===== src/rtl/if_stage_pkg.sv =====
// Shared constants and FSM encoding for the instruction-fetch stage.
package if_stage_pkg;
  localparam int          XLEN      = 32;
  localparam int          IMEM_AW   = 6;
  localparam logic [31:0] RESET_PC  = 32'h0000_0008;
  localparam logic [31:0] NOP_INSTR = 32'h0000_0013;

  typedef enum logic [1:0] {
    ST_BOOT = 2'd0,
    ST_RUN  = 2'd1,
    ST_HALT = 2'd2
  } fetch_state_e;
endpackage


===== src/rtl/if_stage_if_id_reg.sv =====
// IF/ID pipeline register: hold beats bubble, bubble beats load.
module if_id_reg #(
  parameter int          XLEN      = if_stage_pkg::XLEN,
  parameter logic [31:0] NOP_INSTR = if_stage_pkg::NOP_INSTR
) (
  input  logic            clk,
  input  logic            rst_n,
  input  logic            load,
  input  logic            bubble,
  input  logic            hold,
  input  logic [XLEN-1:0] d_pc,
  input  logic [XLEN-1:0] d_pc4,
  input  logic [31:0]     d_instr,
  output logic            valid,
  output logic [XLEN-1:0] pc,
  output logic [XLEN-1:0] pc4,
  output logic [31:0]     instr
);
  logic            valid_reg;
  logic [XLEN-1:0] pc_reg;
  logic [XLEN-1:0] pc4_reg;
  logic [31:0]     instr_reg;

  // A bubble leaves pc/pc4 untouched; consumers qualify with valid.
  always_ff @(posedge clk or negedge rst_n) begin
    if (!rst_n) begin
      valid_reg <= 1'b0;
      pc_reg    <= '0;
      pc4_reg   <= XLEN'(4);
      instr_reg <= NOP_INSTR;
    end else if (hold) begin
      valid_reg <= valid_reg;
    end else if (bubble) begin
      valid_reg <= 1'b0;
      instr_reg <= NOP_INSTR;
    end else if (load) begin
      valid_reg <= 1'b1;
      pc_reg    <= d_pc;
      pc4_reg   <= d_pc4;
      instr_reg <= d_instr;
    end
  end

  assign valid = valid_reg;
  assign pc    = pc_reg;
  assign pc4   = pc4_reg;
  assign instr = instr_reg;
endmodule


===== src/rtl/if_stage.sv =====
// Instruction-fetch stage: owns the PC, the BOOT/RUN/HALT FSM and the fetch counter.
module if_stage #(
  parameter int          XLEN      = if_stage_pkg::XLEN,
  parameter int          IMEM_AW   = if_stage_pkg::IMEM_AW,
  parameter logic [31:0] RESET_PC  = if_stage_pkg::RESET_PC,
  parameter logic [31:0] NOP_INSTR = if_stage_pkg::NOP_INSTR
) (
  input  logic               clk,
  input  logic               rst_n,
  output logic [IMEM_AW-1:0] imem_addr_o,
  input  logic [31:0]        imem_data_i,
  input  logic               stall_i,
  input  logic               mem_conflict_i,
  input  logic               redirect_i,
  input  logic [XLEN-1:0]    redirect_pc_i,
  input  logic               halt_i,
  output logic [XLEN-1:0]    pc_o,
  output logic               ifid_valid_o,
  output logic [XLEN-1:0]    ifid_pc_o,
  output logic [XLEN-1:0]    ifid_pc4_o,
  output logic [31:0]        ifid_instr_o,
  output logic               halted_o,
  output logic [31:0]        fetch_cnt_o
);
  import if_stage_pkg::*;

  localparam logic [XLEN-1:0] PC_STEP = XLEN'(4);

  fetch_state_e    state_reg;
  logic [XLEN-1:0] pc_reg;
  logic [XLEN-1:0] pc_plus4;
  logic [31:0]     fetch_cnt_reg;
  logic            halted_reg;
  logic            ifid_load;
  logic            ifid_bubble;
  logic            ifid_hold;
  logic            unused_redirect_lsbs;

  assign pc_plus4             = pc_reg + PC_STEP;
  assign unused_redirect_lsbs = ^redirect_pc_i[1:0];

  // Per-edge action, priority halt > redirect > stall > conflict > fetch.
  always_comb begin
    ifid_load   = 1'b0;
    ifid_bubble = 1'b0;
    ifid_hold   = 1'b0;
    case (state_reg)
      ST_RUN: begin
        if (halt_i || redirect_i) ifid_bubble = 1'b1;
        else if (stall_i)         ifid_hold   = 1'b1;
        else if (mem_conflict_i)  ifid_bubble = 1'b1;
        else                      ifid_load   = 1'b1;
      end
      ST_HALT: ifid_bubble = 1'b1;
      default: ifid_hold   = 1'b1;
    endcase
  end

  always_ff @(posedge clk or negedge rst_n) begin
    if (!rst_n) begin
      state_reg     <= ST_BOOT;
      pc_reg        <= RESET_PC[XLEN-1:0];
      fetch_cnt_reg <= '0;
      halted_reg    <= 1'b0;
    end else begin
      case (state_reg)
        ST_BOOT: state_reg <= ST_RUN;
        ST_RUN: begin
          if (halt_i) begin
            state_reg  <= ST_HALT;
            halted_reg <= 1'b1;
          end else if (redirect_i) begin
            pc_reg <= {redirect_pc_i[XLEN-1:2], 2'b00};
          end else if (ifid_load) begin
            pc_reg        <= pc_plus4;
            fetch_cnt_reg <= fetch_cnt_reg + 32'd1;
          end
        end
        ST_HALT: halted_reg <= 1'b1;
        default: state_reg <= ST_BOOT;
      endcase
    end
  end

  if_id_reg #(
    .XLEN      (XLEN),
    .NOP_INSTR (NOP_INSTR)
  ) u_if_id_reg (
    .clk     (clk),
    .rst_n   (rst_n),
    .load    (ifid_load),
    .bubble  (ifid_bubble),
    .hold    (ifid_hold),
    .d_pc    (pc_reg),
    .d_pc4   (pc_plus4),
    .d_instr (imem_data_i),
    .valid   (ifid_valid_o),
    .pc      (ifid_pc_o),
    .pc4     (ifid_pc4_o),
    .instr   (ifid_instr_o)
  );

  assign imem_addr_o = pc_reg[IMEM_AW+1:2];
  assign pc_o        = pc_reg;
  assign halted_o    = halted_reg;
  assign fetch_cnt_o = fetch_cnt_reg;
endmodule


===== config.mk =====
export PLATFORM = sky130hd
export DESIGN_NAME = if_stage
export DESIGN_NICKNAME = d
export VERILOG_FILES = /design/src/rtl/if_stage_pkg.sv /design/src/rtl/if_stage_if_id_reg.sv /design/src/rtl/if_stage.sv
export SDC_FILE = /design/constraint.sdc
export NUM_CORES = 1
export LEC_CHECK = 0
export CAP_MARGIN = 40
export CORE_UTILIZATION = 50
export CTS_CLUSTER_SIZE = 14
export DETAILED_ROUTE_END_ITERATION = 6
export DONT_BUFFER_PORTS = 1
export PLACE_DENSITY = 0.77
export SETUP_SLACK_MARGIN = 0.15
export SLEW_MARGIN = 20
export SYNTH_ARGS = -nofsm -noshare
export SYNTH_HDL_FRONTEND = slang
export SYNTH_SLANG_ARGS = --single-unit

===== constraint.sdc =====
create_clock -name clk -period 4.6 [get_ports clk]
set_input_delay 0.92 -clock clk [delete_from_list [all_inputs] [get_ports clk]]
set_output_delay 0.92 -clock clk [all_outputs]
set_load 0.02 [all_outputs]

==> impl_metrics.csv <==
group,metric,value,unit
final_layout,syn2layout_area_growth,8.53,%
setup_path,cp_num_buf_inv,1,
final_layout,drive_above_1_share,0.0830,
die,ios,238,
place,dp_hpwl,12500,microns
timing,min_period_over_period,0.606,
synth,syn_avg_cell_area,9.88,sq um
final_layout,antenna_cells,0,
setup_path,crit_chain,"nand4_1 -> nor3_1 -> buf_4 -> nand4_1 -> or3_1 -> nand3_1",
drt,routed_wl,18400,microns
global_route,grt_first_pass_wirelength,28500,microns
timing,setup_viol,0,
setup_path,critPathMaxStageDelay,0.80,ns
setup_path,slowest_stage,"dfrtp_1",
clocking,cts-root-buf,"clkbuf_16",
timing,fin_tns_setup,0,ns
synth,ys_seq_area_frac,0.541,
synth,ys_top_cells_by_area,"dfrtp_1 (52%), nand2_1 (7.9%), xnor2_1 (4.8%), o21ai_0 (3.9%), a22o_1 (3.6%)",
drt,drt-pass1-iter-count,6,
clocking,clkTransAtPathRegs,0.06,ns
final_layout,final_cell_mix,"nand2_1 (155), dfrtp_1 (153), o21ai_0 (56), xnor2_1 (40), nand3_1 (38)",
setup_path,critPathLaunchType,"register",
drt,routed_via_density,6.13,
drt,ant_nets,0,
setup_path,cp_data_arrival_time,3.14,ns
timing,max_slew_margin,0.491,
final_layout,final.fill_count,1227,
clocking,cts_resized,0,
synth,yosysWarningCount,0,
global_route,grt_pass1_vias,5599,
pwr,p_total,2.79,mW
die,die_h,123,microns
timing,timing.final.max_slew_violations,0,
drt,drcViolationCount,0,
clocking,cts.htree.levels,4,
synth,ys_types,53,
global_route,antenna_found_initial,0,
drt,vias,5536,
setup_path,cp_common_cell,"nand4_1",
timing,clock_skew,0.0122,ns
place,routabilityCongestion,0.811,
global_route,grt_overflow,0,
setup_path,cp-end-kind,"register",
clocking,cts_buffers,17,
drt,drtIter0Drc,494,
synth,synth_top_flop_cell,"dfrtp_1",
die,fp-row-count,43,
timing,fmax,359,MHz
synth,synth_area_leader_cell,"dfrtp_1",
synth,ys_ff_latch,158,
clocking,clockBufferDepth,2,
global_route,track_usage,0.248,
synth,synth_edf_count,0,
die,start_util,0.519,
synth,yosysTopAreaCellShare,0.523,
die,die-area,0.0151,sq mm
setup_path,required,4.95,ns
final_layout,nets,786,
synth,netlist_instances,741,
timing,worst_slew_pin_slew,0.758,ns
timing,fin_crit,2.79,ns
timing,rsz0062_at_grt,"false",
status,outcome,"finished, final reports clean",
setup_path,worstSetupPathType,"reg -> reg",
worst_hold_path,hp-class,"in -> async",
setup_path,critPathTopFamily,"simple AND/OR/NAND/NOR gates",
clocking,post-cts-setup-buffers,0,
clocking,clkSinkCount,158,
clocking,clk_latency,0.42,ns
clocking,cts_hold_buf,0,
synth,synthArstFlopShare,1.00,
flow_run,drv_cap,0,
clocking,cts_tree,"yes",
die,die_width,123,microns
place,numPortBuffers,0,
global_route,grt_max_degree,159,
pwr,power_density,351,mW/mm^2
setup_path,cp_max_fo,13,
drt,wl_per_cell,20.3,microns
pwr,p_leak,3.63,nW
final_layout,final_common_cell,"nand2_1",
die,coreArea,0.0141,sq mm
synth,synthesis.area,0.00732,sq mm
timing,hold_violations,0,
pwr,vdd_drop_max,0.252,mV
-- worst paths after layout --
check,start,end,slack (ns),cells after the start
worst max-delay path,pc_o[4],pc_o[29],1.81,6
worst min-delay path,rst_n,u_if_id_reg.pc[13],0.19,0
worst max register to register,pc_o[4],pc_o[29],1.81,6
worst min register to register,u_if_id_reg.instr[4],u_if_id_reg.instr[4],0.52,2
max in group asynchronous,rst_n,u_if_id_reg.pc4[20],4.11,0
min in group clk,u_if_id_reg.instr[4],u_if_id_reg.instr[4],0.52,2
-- cell usage after synthesis, types with 4 or more instances --
library cell and instances:
a2bb2oi_1 6, and4_1 7, nand3_1 38, xnor2_1 40, o21ai_0 57, a22oi_1 9
buf_4 14, nor3_1 11, nor4_1 5, dfrtp_1 153, a22o_1 30, inv_1 12
a21oi_1 23, and3_1 8, o22ai_1 7, clkbuf_1 29, xor2_1 19, nand4_1 14
nand2_1 155, dfstp_2 5, buf_2 14, buf_1 4, or3_1 5, ha_1 5
nor2_1 28
-- logic make-up (layout without fill, tap and decap cells) --
group           after synthesis  after routing  synth area share
compound gates              151            151             0.133
xor+xnor                     59             59            0.0706
fa+ha+maj                     5              5           0.00855
buf+inv                      74             51            0.0477
flops                       158            158             0.541
mux                           4              4           0.00564
other cells                   1              6          0.000512
simple gates                289            289             0.193
-- cell type report --
type	instances	area, sq um	area share
Tap cell	180	225	0.0284
Timing Repair Buffer	8	91.3	0.0115
Multi-Input combinational cell	514	3050	0.384
Clock buffer	21	460	0.0580
Sequential cell	158	3960	0.499
Inverter	12	45.0	0.00567
Clock inverter	10	115	0.0145
-- through the flow --
stage | cell area [sq um] | instances | hold WS [ns] | utilization | worst slack [ns]
2_1_floorplan | 7340 | 746 | 0.492 | - | 2.35
3_3_place_gp | 7310 | 868 | 0.499 | 0.518 | 1.56
3_5_place_dp | 7350 | 871 | 0.516 | 0.522 | 1.46
4_1_cts | 7930 | 902 | 0.171 | 0.562 | 1.79
5_1_grt | 7940 | 903 | 0.170 | 0.564 | 1.60
6_report | 7940 | 903 | 0.192 | 0.564 | 1.81
-- per-layer routing --
layer / vias up / global-route usage / share of wire
met2: 226 / 0.405 / 0.50
li1: 2496 / - / -
met5: - / 0 / 0
met3: 35 / 0.0770 / 0.067
met4: 0 / 0.108 / 0.025
met1: 2779 / 0.303 / 0.41
-- power breakdown --
part | internal, mW | switching (mW)
Combinational | 0.00787 | 0.0137
Clock | 0.823 | 0.551
Sequential | 1.39 | 0.000000000199
Total | 2.22 | 0.564
No activity file was read; power rests on OpenSTA's default activity.
